===== config.mk =====
export PLATFORM = sky130hd
export DESIGN_NAME = gen_gpi_inputs
export DESIGN_NICKNAME = d
export VERILOG_FILES = /design/src/rtl/gen_gpi_inputs_pkg.sv /design/src/rtl/gen_gpi_inputs_debounce_bit.sv /design/src/rtl/gen_gpi_inputs.sv
export SDC_FILE = /design/constraint.sdc
export NUM_CORES = 1
export LEC_CHECK = 0
export ABC_CLOCK_PERIOD_IN_PS = 2000
export BUFFER_PORTS_ARGS = -buffer_cell sky130_fd_sc_hd__buf_2
export CORE_MARGIN = 1.5
export CORE_UTILIZATION = 55
export DETAILED_ROUTE_END_ITERATION = 7
export PLACE_DENSITY = 0.76
export RECOVER_POWER = 25
export SYNTH_ARGS = -nofsm -noshare
export SYNTH_HDL_FRONTEND = slang
export SYNTH_SLANG_ARGS = --single-unit

===== constraint.sdc =====
create_clock -name clk -period 2 [get_ports clk]
set_clock_uncertainty 0.1 [all_clocks]
set_input_delay 0.2 -clock clk [delete_from_list [all_inputs] [get_ports clk]]
set_output_delay 0.2 -clock clk [all_outputs]
set_load 0.02 [all_outputs]

===== src/rtl/gen_gpi_inputs_pkg.sv =====
// Shared definitions for the general-purpose input block.
// Holds the named GPI bit positions, the register address map, widths,
// and the packed Avalon-MM request payload.
package gen_gpi_inputs_pkg;

    localparam int unsigned GPI_DATA_W = 32;
    localparam int unsigned GPI_ADDR_W = 2;
    localparam int unsigned GPI_CNT_W  = 8;

    // Board signal positions within gpi_async / gpi_level
    localparam int unsigned GPI_PLTRST_N_BIT_POS      = 0;
    localparam int unsigned GPI_SLP_S3_N_BIT_POS      = 1;
    localparam int unsigned GPI_BMC_BOOT_DONE_BIT_POS = 2;
    localparam int unsigned GPI_ME_DONE_BIT_POS       = 3;

    // Register word addresses
    localparam logic [GPI_ADDR_W-1:0] GPI_LEVEL_ADDR  = 2'd0;
    localparam logic [GPI_ADDR_W-1:0] GPI_RISE_ADDR   = 2'd1;
    localparam logic [GPI_ADDR_W-1:0] GPI_FALL_ADDR   = 2'd2;
    localparam logic [GPI_ADDR_W-1:0] GPI_IRQ_EN_ADDR = 2'd3;

    // One Avalon-MM slave request as seen on a single clock
    typedef struct packed {
        logic [GPI_ADDR_W-1:0] address;
        logic                  read;
        logic                  write;
        logic [GPI_DATA_W-1:0] writedata;
    } gpi_avmm_req_t;

endpackage


===== src/rtl/gen_gpi_inputs_debounce_bit.sv =====
// gpi_debounce_bit: 2-flop synchronizer followed by a stability counter.
// Ports: clk, resetn (async active-low), gpi_async (raw input),
//        level (debounced, registered output).
module gpi_debounce_bit
    import gen_gpi_inputs_pkg::*;
#(
    parameter int unsigned DEBOUNCE_CYCLES = 4
) (
    input  logic clk,
    input  logic resetn,
    input  logic gpi_async,
    output logic level
);

    logic                 sync1;
    logic                 sync2;
    logic [GPI_CNT_W-1:0] cnt;

    // Synchronizer and debounce counter. For a single bit, any change of the
    // synchronized value while it differs from level must have come from a
    // cycle where it equalled level, which already cleared the counter; so
    // the counter restarts implicitly and counts the first differing cycle,
    // giving exactly DEBOUNCE_CYCLES cycles from sync2 change to level change.
    always_ff @(posedge clk or negedge resetn) begin
        if (!resetn) begin
            sync1 <= 1'b0;
            sync2 <= 1'b0;
            cnt   <= '0;
            level <= 1'b0;
        end else begin
            sync1 <= gpi_async;
            sync2 <= sync1;
            if (sync2 == level) begin
                cnt <= '0;
            end else if (cnt == GPI_CNT_W'(DEBOUNCE_CYCLES - 1)) begin
                level <= sync2;
                cnt   <= '0;
            end else begin
                cnt <= cnt + GPI_CNT_W'(1);
            end
        end
    end

endmodule


===== src/rtl/gen_gpi_inputs.sv =====
// gen_gpi_inputs: debounced general-purpose inputs with edge-sticky flags,
// interrupt enable and an Avalon-MM slave register interface.
// Ports: clk, resetn (async active-low), gpi_async (raw inputs),
//        avmm_address/read/write/writedata/readdata (register bus, read
//        latency 1), gpi_level (debounced levels), irq (registered level irq).
module gen_gpi_inputs
    import gen_gpi_inputs_pkg::*;
#(
    parameter int unsigned N_GPI           = 32,
    parameter int unsigned DEBOUNCE_CYCLES = 4
) (
    input  logic             clk,
    input  logic             resetn,
    input  logic [N_GPI-1:0] gpi_async,
    input  logic [1:0]       avmm_address,
    input  logic             avmm_read,
    input  logic             avmm_write,
    input  logic [31:0]      avmm_writedata,
    output logic [31:0]      avmm_readdata,
    output logic [N_GPI-1:0] gpi_level,
    output logic             irq
);

    gpi_avmm_req_t    req_c;
    logic [N_GPI-1:0] level_d;
    logic [N_GPI-1:0] rise_sticky;
    logic [N_GPI-1:0] fall_sticky;
    logic [N_GPI-1:0] irq_enable;
    logic [N_GPI-1:0] wr_bits_c;
    logic [N_GPI-1:0] rise_set_c;
    logic [N_GPI-1:0] fall_set_c;
    logic [N_GPI-1:0] rise_clr_c;
    logic [N_GPI-1:0] fall_clr_c;
    logic [31:0]      rd_mux_c;

    assign req_c = '{address:   avmm_address,
                     read:      avmm_read,
                     write:     avmm_write,
                     writedata: avmm_writedata};

    // Per-input synchronizer and debounce
    for (genvar i = 0; i < int'(N_GPI); i++) begin : g_bit
        gpi_debounce_bit #(
            .DEBOUNCE_CYCLES(DEBOUNCE_CYCLES)
        ) u_bit (
            .clk      (clk),
            .resetn   (resetn),
            .gpi_async(gpi_async[i]),
            .level    (gpi_level[i])
        );
    end

    // Edge detection against the previous debounced level and W1C strobes
    always_comb begin
        wr_bits_c  = req_c.writedata[N_GPI-1:0];
        rise_set_c = gpi_level & ~level_d;
        fall_set_c = ~gpi_level & level_d;
        rise_clr_c = '0;
        fall_clr_c = '0;
        if (req_c.write && req_c.address == GPI_RISE_ADDR) rise_clr_c = wr_bits_c;
        if (req_c.write && req_c.address == GPI_FALL_ADDR) fall_clr_c = wr_bits_c;
    end

    // Read mux; unimplemented upper bits are zero-extended
    always_comb begin
        rd_mux_c = '0;
        case (req_c.address)
            GPI_LEVEL_ADDR:  rd_mux_c = 32'(gpi_level);
            GPI_RISE_ADDR:   rd_mux_c = 32'(rise_sticky);
            GPI_FALL_ADDR:   rd_mux_c = 32'(fall_sticky);
            GPI_IRQ_EN_ADDR: rd_mux_c = 32'(irq_enable);
            default:         rd_mux_c = '0;
        endcase
    end

    // Registers: sticky set wins over a same-cycle clear
    always_ff @(posedge clk or negedge resetn) begin
        if (!resetn) begin
            level_d       <= '0;
            rise_sticky   <= '0;
            fall_sticky   <= '0;
            irq_enable    <= '0;
            avmm_readdata <= '0;
            irq           <= 1'b0;
        end else begin
            level_d     <= gpi_level;
            rise_sticky <= (rise_sticky & ~rise_clr_c) | rise_set_c;
            fall_sticky <= (fall_sticky & ~fall_clr_c) | fall_set_c;
            if (req_c.write && req_c.address == GPI_IRQ_EN_ADDR) irq_enable <= wr_bits_c;
            if (req_c.read) avmm_readdata <= rd_mux_c;
            irq <= |((rise_sticky | fall_sticky) & irq_enable);
        end
    end

endmodule


Word level (Yosys, flattened, before mapping)

Cells that the tools add are included.

Add/subtract/negate cells: 32
Equality and inequality tests: 67
Multiplexer cells: 67
Bitwise logic cells: 44
Reductions and logical operators: 37

Operator list:

| cell                                           | count |
|---|---|
| two-way mux 8 bit                              | 64 |
| adder 8 x 1 -> 8 bit (second input constant)   | 32 |
| == test 8 x 2 -> 1 bit (second input constant) | 32 |
| AND 32 bit                                     | 5 |
| inverter 32 bit                                | 4 |
| one-hot mux 32 bit (4 select lines)            | 1 |
| OR 32 bit                                      | 3 |
| two-way mux 32 bit                             | 2 |
| AND reduction 2 bit                            | 32 |
| == test 1 bit                                  | 32 |
| inverter 1 bit                                 | 32 |
| OR reduction 32 bit                            | 1 |
| == test 2 bit (second input constant)          | 2 |
| logical AND 1 bit                              | 3 |
| == test 2 x 1 -> 1 bit (second input constant) | 1 |
| zero test 2 bit                                | 1 |

Bits in registers: 513
Input bits: 70
Output and inout port bits: 65
Word-level logic and storage cells: 381

Logic depth before layout (Yosys ltp)

Word-level depth: 6
Mapped depth: 7
Mapped depth without buffers: 5

Hierarchy

From an unflattened synthesis, not the netlist that was laid out.

Cell total of the unflattened synthesis: 1,926
Area total of the unflattened synthesis: 22,703.0 um2

Modules (own cells, without submodules):

| module           | instances | cells an instance | area each (um2) | sequential area each (um2) |
|---|---|---|---|---|
| gpi_debounce_bit | 32        | 44                | 493.0           | 275.3 |
| gen_gpi_inputs   | 1         | 518               | 6,927.9         | 4,028.9 |

Least setup slack after synthesis

No wires, ideal clock.

Kind: reg-to-reg
Start point: reg g_bit[13].u_bit.cnt[0]
End point: reg g_bit[13].u_bit.level
Setup time: 0.125 ns
Arrival time: 1.745 ns
Required time: 1.775 ns
Slack: 0.030 ns
Cell stages (with the launch flop): 5
Buffers on the path: 0
Period minus slack after synthesis: 1.970 ns
Cell sequence: dfrtp_1 ha_1 or4b_1 or4_4 mux2_4

Word-level cells in the longest chain between the ends: 2

Ends and longest elaborated chain:

| item                                 | line                              | source |
|---|---|---|
| start: declaration                   | gen_gpi_inputs_debounce_bit.sv:17 | `logic [GPI_CNT_W-1:0] cnt;` |
| start signal: assignment             | gen_gpi_inputs_debounce_bit.sv:39 | `cnt <= cnt + GPI_CNT_W'(1);` |
| == test 8 x 2 -> 1 bit               | gen_gpi_inputs_debounce_bit.sv:35 | `end else if (cnt == GPI_CNT_W'(DEBOUNCE_CYCLES - 1)) begin` |
| AND reduction 2 bit (no source line) | n/a                               |  |
| end signal: assignment               | gen_gpi_inputs_debounce_bit.sv:36 | `level <= sync2;` |
| end: declaration                     | gen_gpi_inputs_debounce_bit.sv:12 | `output logic level` |

No other way between the ends.
A chain may end at the register's enable or synchronous reset.

Final worst setup path

Start point: reg g_bit[13].u_bit.cnt[1]
End point: reg g_bit[13].u_bit.level

The elaborated chain is that of the path after synthesis.

==> metrics.csv <==
stage;metric;value;unit
critical_path;reg2reg path depth;4;
timing;Min Hold Slack;0.0756;ns
outcome;status;finished, final reports clean;
die;initial core utilization;55.5;%
timing;final-report hold violation count;0;
critical_path;CP Data Required Time;2.37;ns
die;# rows;72;
die;Die Span Y;200;um
clock_tree;CTS tree;yes;
power_and_ir_drop;Gate power share;23.4;%
timing;setup TNS;0;ns
route;DR iter-0 viols;540;
power_and_ir_drop;Flop pwr share;44.3;%
critical_path;Setup crit end kind;flop;
power_and_ir_drop;Pint;0.0232;W
timing;Worst Tran Pin Value;1.32;ns
die;die width;200;um
power_and_ir_drop;Clk pwr share;32.4;%
route;DR pass1 iterations;5;
timing;Max Slew Vio Count;0;
job;Max-cap violations;0;
route;number of vias per cell;5.44;
die;I/O pin cnt;135;
route;Vias;14109;
power_and_ir_drop;reported net switching power;0.0105;W
global_routing;antenna violations before repair;5;
placed_design;cell total after placement;2422;
clock_tree;CTS Sinks;513;
power_and_ir_drop;switching share of power;31.3;%
placed_design;RePlAce Congestion;0.871;
logic_synthesis;Primary FF master, synth;dfrtp_1;
hold_path;Worst Hold Class;input pin to flop;
logic_synthesis;Mapped Area;21400;sq um
power_and_ir_drop;Cell Pwr Density;1320;nW/um^2
timing;RSZ-0062 raised after global routing;true;
critical_path;CP startpoint kind;flop;
critical_path;crit path kind;flop to flop;
logic_synthesis;FFs w/ async S/R, synth;100;%
clock_tree;root buf cell;clkbuf_16;
logic_synthesis;post-synthesis cell type count;28;
clock_tree;worst skew pair latency;0.60;ns
finish;Post-Layout Cell Count;2594;
finish;Area Overhead vs Synth;19.6;%
critical_path;CP arrival;2.34;ns
logic_synthesis;yosys warns;0;
timing;Fmax achieved;507;MHz
timing;Max-Slew Margin vs Limit;12.0;%
placed_design;post-detail-place hpwl;29.8;mm
power_and_ir_drop;P_leak;11.9;nW
logic_synthesis;syn_nets;1868;
timing;final setup fails;0;
clock_tree;clk buf depth;3;
die;DIE AREA;40000;sq um
route;Post-Route WL;45.0;mm
power_and_ir_drop;VDD IR-drop max;0.000951;V
timing;fin crit period;1.97;ns
clock_tree;clock slew seen by the registers of the worst setup and hold paths;0.06;ns
hold_path;Min-Delay Path Depth;3;
timing;Final period util;98.6;%
clock_tree;total CTS buffers;53;
global_routing;largest net degree at the start of global routing;80;
critical_path;slack of the worst reg-to-reg path;0.03;ns
logic_synthesis;Synth Register Bits;513;
route;WL per Instance;17.3;um
global_routing;GRT overflow;0;
finish;share of layout cells above drive strength 1;20.2;%
critical_path;critical path fanouts, max;3;
logic_synthesis;Post-Synthesis Cells;1766;
global_routing;vias in the first global route;14785;
clock_tree;H-tree Lvls;2;
global_routing;first-pass GRT wire length;75.3;mm
logic_synthesis;post-synthesis area per instance;12.1;sq um
route;ANT nets after route;0;
route;drc violations;0;
placed_design;Port Buffers;134;
die;core area;38500;sq um
finish;Nets;2132;
logic_synthesis;number of synthesized flops with an enable pin;0;
global_routing;gr usage total;23.2;%
logic_synthesis;Seq/Total Area, Yosys;60.1;%
==> synthesized netlist by cell type, types with 9 or more instances <==
master      n  area, sq um
a22o_1     32          280
and3_1     87          544
buf_2      11         55.1
buf_4      32          240
clkbuf_1   11         41.3
dfrtp_1   513        12800
ha_1       32          400
inv_1      32          120
mux2_2     89         1000
mux4_2     32          721
nand2_1   154          578
nand3_1   136          681
nor2_1    223          837
nor3_1     18         90.1
nor4_1      9         56.3
nor4b_1    18          158
o21ai_0    64          320
xnor2_1    58          508
xor2_1    166         1450
==> critical path: stages, from the launching register on <==
cell,delay [ns]
dfrtp_1,0.37
ha_1,0.18
or4b_1,0.44
or4_4,0.46
mux2_4,0.31
==> cells by family after synthesis <==
group,synth area share (%)
muxes,8.56
xor gates and xnor gates,9.18
DFF,60.1
buffers and inverters,2.15
AOI/OAI and AO/OA,2.81
and+or+nand+nor,15.3
adders and majority gates,1.87
==> final timing paths <==
| kind | startpoint | end |
|---|---|---|
| max in group asynchronous | resetn | g_bit[7].u_bit.cnt[5]$_DFF_PN0_ |
| min in group asynchronous | resetn | level_d[22]$_DFF_PN0_ |
| setup / recovery | g_bit[13].u_bit.cnt[1]$_DFF_PN0_ | g_bit[13].u_bit.level$_DFFE_PN0P_ |
| setup reg to reg | g_bit[13].u_bit.cnt[1]$_DFF_PN0_ | g_bit[13].u_bit.level$_DFFE_PN0P_ |
| hold reg to reg | g_bit[16].u_bit.sync1$_DFF_PN0_ | g_bit[16].u_bit.sync2$_DFF_PN0_ |
| hold / removal | avmm_read | avmm_readdata[0]$_DFFE_PN0P_ |
==> final cells by class <==
| cell class | count | area (sq um) |
|---|---|---|
| Multi-Input combinational cell | 1166 | 8100 |
| Tap cell | 518 | 648 |
| Fill cell | 2769 | 12900 |
| Antenna cell | 4 | 10.0 |
| Sequential cell | 513 | 12800 |
| Clock inverter | 24 | 402 |
| Inverter | 32 | 120 |
| Clock buffer | 73 | 1560 |
| Timing Repair Buffer | 264 | 1870 |
==> state kept, by name (all words and copies together) (netlist names) <==
signal             cells
g_bit.u_bit.cnt      256
irq                    1
g_bit.u_bit.sync1     32
g_bit.u_bit.level     32
rise_sticky           32
irq_enable            32
g_bit.u_bit.sync2     32
fall_sticky           32
level_d               32
avmm_readdata         32
==> routing by layer <==
metal | track usage, % | up-vias | wire [um]
li1 | - | 6581 | -
met1 | 31.3 | 7115 | 19600
met2 | 37.2 | 321 | 21600
met3 | 4.95 | 90 | 2560
met4 | 9.01 | 2 | 1260
met5 | 0 | - | 13
==> through the flow <==
stage          instance area, sq um  util (%)  worst slack [ns]  power (W)
2_1_floorplan                 21400         -            0.0303     0.0200
3_3_place_gp                  23000      59.7            0.0857     0.0223
3_5_place_dp                  23000      59.7            0.0186     0.0228
4_1_cts                       25600      66.6            0.0103     0.0339
5_1_grt                       25500      66.4           -0.0149     0.0355
6_report                      25600      66.4            0.0272     0.0337
==> cell usage in the layout (no fill, tap or decap), types with 55 or more instances in the layout <==
cell type      instances
and3_1                87
xor2_1               166
dlygate4sd3_1         67
nand3_1              135
mux2_2                89
clkbuf_16             55
nand2_1              147
buf_2                126
dfrtp_1              513
nor2_1               223
o21ai_0               64
xnor2_1               58
==> timing repair <==
action / CTS / global route
endpoints found under the hold margin: 633 / 0
resized for setup: 1 / 9
endpoints found under the setup margin: 1 / 40
pin swaps: 0 / 0
setup buffers: 0 / 4
hold buffers: 67 / 0
==> power groups by stage <==
stage          Clock, W  Sequential, W  Combinational (W)
2_1_floorplan         0         0.0149            0.00506
3_3_place_gp          0         0.0149            0.00747
3_5_place_dp          0         0.0150            0.00774
4_1_cts          0.0111         0.0149            0.00794
5_1_grt          0.0116         0.0153            0.00868
6_report         0.0109         0.0149            0.00787
(Power assumes the default switching activity.)
